===== src/rtl/diff_bcd_converter.sv =====
// Sequential double-dabble binary-to-BCD converter for the subtractor result path.
// Optional macro SIGNED_RESULT_EN: show a borrow-out result as a negative magnitude instead of an error code.
module diff_bcd_converter #(
    parameter int         WIDTH     = 8,
    parameter logic [3:0] ERR_DIGIT = 4'hE
) (
    input  logic             clk,
    input  logic             rst_n,
    input  logic             start,
    input  logic [WIDTH-1:0] value,
    input  logic             error_in,
    output logic             busy,
    output logic             done,
    output logic [3:0]       hundreds,
    output logic [3:0]       tens,
    output logic [3:0]       ones,
    output logic             error_out,
    output logic             negative
);

    typedef enum logic [1:0] {IDLE, SHIFT, FINISH} state_t;

    state_t       state;
    logic [WIDTH:0] bin, bin_next;
    logic [11:0]  bcd, bcd_adj, bcd_next;
    logic [3:0]   cnt;

`ifdef SIGNED_RESULT_EN
    localparam logic [WIDTH:0] FULL = {1'b1, {WIDTH{1'b0}}};
    logic           neg_lat;
    logic [WIDTH:0] load_bin;

    // A borrow-out result is value - 2^WIDTH, so its magnitude is 2^WIDTH - value.
    assign load_bin = error_in ? (FULL - {1'b0, value}) : {1'b0, value};
`else
    assign negative = 1'b0;
`endif

    always_comb begin
        bcd_adj = bcd;
        for (int i = 0; i < 3; i++) begin
            if (bcd[i*4 +: 4] >= 4'd5)
                bcd_adj[i*4 +: 4] = bcd[i*4 +: 4] + 4'd3;
        end
    end

    always_comb {bcd_next, bin_next} = {bcd_adj, bin} << 1;

    always_ff @(posedge clk or negedge rst_n) begin
        if (!rst_n) begin
            state     <= IDLE;
            busy      <= 1'b0;
            done      <= 1'b0;
            bin       <= '0;
            bcd       <= '0;
            cnt       <= '0;
            hundreds  <= '0;
            tens      <= '0;
            ones      <= '0;
            error_out <= 1'b0;
`ifdef SIGNED_RESULT_EN
            neg_lat   <= 1'b0;
            negative  <= 1'b0;
`endif
        end else begin
            done <= 1'b0;
            case (state)
                IDLE: begin
                    if (start) begin
                        bcd  <= '0;
                        cnt  <= '0;
                        busy <= 1'b1;
`ifdef SIGNED_RESULT_EN
                        bin     <= load_bin;
                        neg_lat <= error_in;
                        state   <= SHIFT;
`else
                        bin <= {1'b0, value};
                        if (error_in) begin
                            hundreds  <= ERR_DIGIT;
                            tens      <= ERR_DIGIT;
                            ones      <= ERR_DIGIT;
                            error_out <= 1'b1;
                            done      <= 1'b1;
                            state     <= FINISH;
                        end else begin
                            state <= SHIFT;
                        end
`endif
                    end
                end
                SHIFT: begin
                    bcd <= bcd_next;
                    bin <= bin_next;
                    cnt <= cnt + 4'd1;
                    // Final (WIDTH+1)th shift: publish digits straight from the shifted value.
                    if (cnt == 4'(WIDTH)) begin
                        hundreds  <= bcd_next[11:8];
                        tens      <= bcd_next[7:4];
                        ones      <= bcd_next[3:0];
                        error_out <= 1'b0;
`ifdef SIGNED_RESULT_EN
                        negative  <= neg_lat;
`endif
                        done      <= 1'b1;
                        state     <= FINISH;
                    end
                end
                FINISH: begin
                    busy  <= 1'b0;
                    state <= IDLE;
                end
                default: begin
                    busy  <= 1'b0;
                    state <= IDLE;
                end
            endcase
        end
    end

endmodule


===== config.mk =====
export PLATFORM = sky130hd
export DESIGN_NAME = diff_bcd_converter
export DESIGN_NICKNAME = d
export VERILOG_FILES = /design/src/rtl/diff_bcd_converter.sv
export SDC_FILE = /design/constraint.sdc
export NUM_CORES = 1
export LEC_CHECK = 0
export CAP_MARGIN = 20
export CORE_ASPECT_RATIO = 2
export CORE_MARGIN = 2
export CORE_UTILIZATION = 51
export CTS_BUF_LIST = sky130_fd_sc_hd__clkbuf_4
export DETAILED_ROUTE_END_ITERATION = 12
export PLACE_DENSITY = 0.84
export SETUP_SLACK_MARGIN = 0.1
export SKIP_CTS_REPAIR_TIMING = 1
export SYNTH_ARGS = -nofsm -noshare
export SYNTH_HDL_FRONTEND = slang
export SYNTH_SLANG_ARGS = --single-unit

===== constraint.sdc =====
create_clock -name clk -period 1.7 [get_ports clk]
set_clock_uncertainty 0.2 [all_clocks]
set_input_delay 0.34 -clock clk [delete_from_list [all_inputs] [get_ports clk]]
set_output_delay 0.34 -clock clk [all_outputs]
set_load 0.01 [all_outputs]

==> impl_metrics.tcl, run 1 <==
set metrics [dict create \
    status "finished, violations left" \
    violations "negative setup slack" \
    grt_pass1_wl_mm 7.42 \
    finalWorstSetupSlack_ps -64.6 \
    synthCells 194 \
    yosysSeqAreaShare_pct 52.4 \
    fmax_mhz 567 \
    avgViaCountPerCell 5.60 \
    crit_fanout 4 \
    fin_area_mm2 0.00300 \
    grt-ovfl-total 0 \
    final_antenna_net_count 0 \
    antenna_cells 0 \
    cp_num_buf_inv 1 \
    grt_max_degree 43 \
    p_per_area_mw_per_mm2 1580 \
    initial_utilization_pct 52.8 \
    dr.pass1.iters 4 \
    fin_crit_ps 1760 \
    cts-root-buf "clkbuf_4" \
    synth_area_leaders "dfrtp_1 52%, o21ai_0 5.7%, ha_1 5.0%, mux2_2 3.4%, a21oi_1 3.2%" \
    synthesis.area_mm2 0.00201 \
    clk_latency_ps 360 \
    nFillCells 224 \
    finalMaxSlewViolations 0 \
    pre_cts_slack_ps -222 \
    nNetsFinal 279 \
    ys_seq_elements 42 \
    drv_cap 0 \
    placed_cell_area_mm2 0.00256 \
    rows 32 \
    hp-class "in -> async" \
    antenna_found_initial 0 \
    finalSetupViolCount 4 \
    drc 0 \
    layout-drive-gt1-share_pct 38.5 \
    dieHeight_um 92.7 \
    synth_nets 214 \
    p_leak_uw 0.00139 \
    floorplan.die_area_mm2 0.00448 \
    cts_inserted_buffers 5 \
    drt_iter0_drc 36 \
    die_x_um 48.4 \
    synth.avg_cell_area_um2 10.3 \
    synth_area_leader_cell "dfrtp_1" \
    htree_levels 2 \
    area_growth_pct 49.4 \
    yosys.area.top_type_share_pct 52.4 \
    core_area_mm2 0.00380 \
    crit_chain "inv_1 -> ha_4 -> nand2b_4 -> a21oi_4 -> mux2_4 -> o21ai_2" \
    gp_congestion 0.828 \
    critPathCaptureType "flop" \
    wl_per_cell_um 17.0 \
    finalHoldViolCount 0 \
    portBuffers 26 \
    cts_sinks 42 \
    hpwl_mm 3.24 \
    slowest_stage "dfrtp_2" \
    ys_types 32 \
    fin_crit_sh_pct 104 \
    cp_top_family "flip-flops" \
    ys_warn_count 0 \
    cts.path.max_buffers 2 \
    vias 1741 \
    grt_usage_pct 21.5 \
    critPathLaunchType "flop" \
    crit_path_max_incr_delay_ps 470 \
    cts_tree "built" \
    path_clk_slew_ps 140 \
    cp.arrival_ps 1850 \
    rsz0062_at_grt "yes" \
    io_pins 28 \
    path_class "reg -> reg" \
    grt_pass1_vias 1691 \
    vdd_drop_max_uv 1320 \
    critPathRequiredTime_ps 1790 \
    detail_route.wirelength_mm 5.29 \
]
[state kept, by name, summed over array words and instances, names as in the netlist]
register   cells
error_out      1
cnt            4
hundreds       4
tens           4
bin            9
bcd           12
busy           1
done           1
state          2
ones           4
[layer usage]
metal | routed length (um) | global-route usage, %
met5 | 0 | 0
met4 | 202 | 12.6
met3 | 191 | 3.23
met1 | 1890 | 22.2
met2 | 3010 | 40.3
[cells by family (layout without fill, tap and decap cells)]
kind of cell / after synthesis / count (layout) / synth area share [%]
AND/OR/NAND/NOR: 51 / 51 / 12.7
flip-flops: 42 / 42 / 52.4
adder cells (fa/ha/maj): 8 / 8 / 4.99
other: 1 / 1 / 0.187
XOR/XNOR: 5 / 5 / 2.18
buffers and inverters: 20 / 86 / 4.61
multiplexers: 6 / 6 / 3.37
AO/OA/AOI/OAI: 61 / 61 / 19.6
[area by class of cell]
type / instances / area (um^2) / share of cell area (%)
multi-input cells: 132 / 1110 / 37.1
flip-flops and latches: 42 / 1050 / 35.1
repair buffers: 68 / 649 / 21.7
well taps: 51 / 63.8 / 2.13
clock buffers: 6 / 45.0 / 1.50
clock inverters: 2 / 37.5 / 1.25
inverters: 10 / 37.5 / 1.25
[power by group]
group	internal (uW)	leakage (uW)	total (uW)	switching, uW
sequential	1340	0.000516	1660	318
clock	326	0.0000419	654	328
combinational	1280	0.000834	2430	1150
[worst min-delay path, cell delays in order]
cell and delay, ps:
dlygate4sd3_1 510, buf_2 120, buf_12 220
[layout by cell type, fill, tap and decap left out, types with 3 or more instances in the layout]
master           instances
ha_4                     5
nand2b_4                 3
nor2_1                   4
inv_2                    7
nor2_2                   4
nor3_1                   4
o21ai_0                 16
clkbuf_4                 6
a21oi_4                  3
nor2b_1                  7
clkdlybuf4s50_1         10
mux2_4                   6
a41oi_2                  3
inv_1                    3
o21ai_2                  3
o21ai_1                  4
buf_6                    5
o22a_1                   3
nand2_1                 14
a21oi_1                  7
a21o_1                   3
buf_4                   34
a21oi_2                  3
dlymetal6s2s_1          15
a22oi_1                  7
a22o_1                   5
dfrtp_1                 41
[final timing paths]
path / start / endpoint / slack, ps / cells past startpoint
worst min-delay path: rst_n / bcd[10] / 250 / 3
worst min register to register: bin[8] / bin[8] / 310 / 1
max in group asynchronous: rst_n / bin[6] / 820 / 3
min in group clk: bin[8] / bin[8] / 310 / 1
worst max register to register: bcd[8] / bcd[10] / -60 / 6
worst max-delay path: bcd[8] / bcd[10] / -60 / 6
[synth_stat cells, drive strengths merged]
master   number
dfrtp        42
o21ai        23
nand2        16
a21oi        13
inv          10
nor2          9
nor2b         9
ha            8
a22oi         7
buf           7
mux2          6
nor3          6
a22o          5
nand2b        5
a21o          3
a41oi         3
clkbuf        3
o22a          3
xnor2         3
nand3         2
o31ai         2
xor2          2
and2          1
and3b         1
conb          1
nand4         1
nand4bb       1
o21bai        1
o22ai         1
[per-stage QoR]
step | cells | utilization [%] | setup TNS (ps) | total power, uW | hold WS, ps
floorplan | 194 | - | 0 | 2660 | -156
detailed placement | 291 | 67.2 | -4990 | 3530 | 124
global placement | 291 | 67.2 | -3640 | 3460 | 130
CTS | 299 | 69.4 | -1690 | 4170 | -260
finish | 311 | 78.8 | -126 | 4740 | 247
global route | 311 | 78.8 | -721 | 5050 | 261
Note: power is estimated with default switching activity, not from simulation.
==> run 2, diff against run 1 <==
--- a/config.mk
+++ b/config.mk
@@ -7,11 +7,10 @@
 export LEC_CHECK = 0
 export CAP_MARGIN = 20
 export CORE_ASPECT_RATIO = 2
-export CORE_MARGIN = 2
 export CORE_UTILIZATION = 51
 export CTS_BUF_LIST = sky130_fd_sc_hd__clkbuf_4
 export DETAILED_ROUTE_END_ITERATION = 12
-export PLACE_DENSITY = 0.84
+export PLACE_DENSITY_LB_ADDON = 0.05
 export SETUP_SLACK_MARGIN = 0.1
 export SKIP_CTS_REPAIR_TIMING = 1
 export SYNTH_ARGS = -nofsm -noshare
==> run 2 against run 1 <==
Effect of this change:
- the run still ends with negative setup slack left
- hold slack better by 35 ps
- total power is 4.8% lower
- utilization is 1.5 points higher
- global-route usage is 2.9 points higher
- sequential share of layout area is 0.46 points higher
==> impl_metrics.tcl, run 2 (synthesis results as in run 1) <==
set metrics [dict create \
    status "finished, violations left" \
    violations "negative setup slack" \
    wl_per_cell_um 17.2 \
    hold_start "start" \
    finalSetupViolCount 12 \
    avgViaCountPerCell 5.60 \
    p_per_area_mw_per_mm2 1520 \
    cts-root-buf "clkbuf_4" \
    fin_crit_ps 1790 \
    use_met2_pct 42.0 \
    drv_cap 0 \
    r2r_start "bcd[4]" \
    core_area_mm2 0.00368 \
    largest_register_ffs 12 \
    r2r_setup_slack_ps -90 \
    vias 1708 \
    crit_fanout 3 \
    critPathLaunchType "flop" \
    layout-drive-gt1-share_pct 35.5 \
    detail_route.wirelength_mm 5.26 \
    die_x_um 46.4 \
    reg2reg_to "hundreds[0]" \
    htree_levels 2 \
    dieHeight_um 90.7 \
    largestRegisters "bcd: 12 flops, bin: 9 flops" \
    cts_inserted_buffers 5 \
    finalHoldViolCount 0 \
    cts.path.max_buffers 2 \
    final_antenna_net_count 0 \
    initial_utilization_pct 54.5 \
    path_class "reg -> reg" \
    area_growth_pct 47.4 \
    use_met1_pct 27.0 \
    met3_usage_pct 5.00 \
    holdPathEnd "error_out" \
    layout_common_cells "41 x dfrtp_1, 28 x buf_4, 18 x o21ai_0" \
    antenna_found_initial 0 \
    layout_commonest_cell "dfrtp_1" \
    rows 31 \
    finalMaxSlewViolations 0 \
    portBuffers 26 \
    vdd_drop_max_uv 1000 \
    fmax_mhz 560 \
    fin_cells 305 \
    floorplan.die_area_mm2 0.00421 \
    grt_max_degree 43 \
    grt-ovfl-total 0 \
    tns_ps -473 \
    path_clk_slew_ps 110 \
    top_register "bcd" \
    top_usage_layer "met2" \
    dr.pass1.iters 4 \
    cts_sinks 42 \
    ff2ff_path_depth 5 \
    rsz0062_at_grt "yes" \
    min_path_cells 4 \
    grt_pass1_wl_mm 7.48 \
    grt_usage_pct 24.5 \
    fin_crit_sh_pct 105 \
    finalWorstSetupSlack_ps -86.9 \
    cts_tree "built" \
    clk_latency_ps 340 \
    antenna_cells 0 \
    grt_pass1_vias 1706 \
    hp-class "in -> reg" \
    p_leak_uw 0.00138 \
    critPathRequiredTime_ps 1730 \
    nNetsFinal 276 \
    hpwl_mm 3.34 \
    critPathCaptureType "flop" \
    io_pins 28 \
    cp.arrival_ps 1820 \
    drc 0 \
    gp_congestion 0.766 \
    drt_iter0_drc 23 \
    p_total_uw 4510 \
    place_inst 285 \
]
==> run 2: worst max-delay path by stage <==
stage | startpoint | endpoint | slack [ps] | cells after the start
finish | bcd[4] | hundreds[0] | -90 | 5
detailed placement | start | ones[3] | -220 | 6
global placement | start | ones[0] | -200 | 4
global route | bcd[4] | hundreds[0] | -160 | 5
floorplan | state[1] | hundreds[0] | 20 | 4
CTS | ones[0] | ones[0] | -140 | 1
==> run 2: per-stage QoR <==
step	util (%)	hold slack, ps	setup slack [ps]	cell area (um^2)
after global placement	68.5	127	-198	2520
after floorplan	-	-156	19.4	2060
after global routing	80.3	281	-161	2960
after detailed placement	68.5	130	-216	2520
final	80.3	282	-86.9	2960
after CTS	69.9	-256	-137	2580
==> run 2: power by group <==
group / internal (uW) / switching [uW]
clock: 188 / 297
sequential: 1340 / 317
combinational: 1250 / 1120
total: 2780 / 1730
==> run 2: cell type report <==
class / instances / area, um^2
Multi-Input combinational cell: 132 / 1120
Inverter: 10 / 37.5
Clock buffer: 7 / 52.6
Timing Repair Buffer: 65 / 637
Fill cell: 230 / 726
Sequential cell: 42 / 1050
Tap cell: 49 / 61.3
==> run 2: per-layer routing <==
metal  part of all wire (%)  wire length, um
met1                     37             1950
met2                     58             3030
met3                    2.6              139
met4                    2.7              144
met5                      0                0
==> run 2: critical path: stages (launching register included) <==
cell and delay (ps):
dfrtp_1 450, buf_4 180, o21ai_0 270, xor2_1 230
nor3_2 90, mux2_4 260
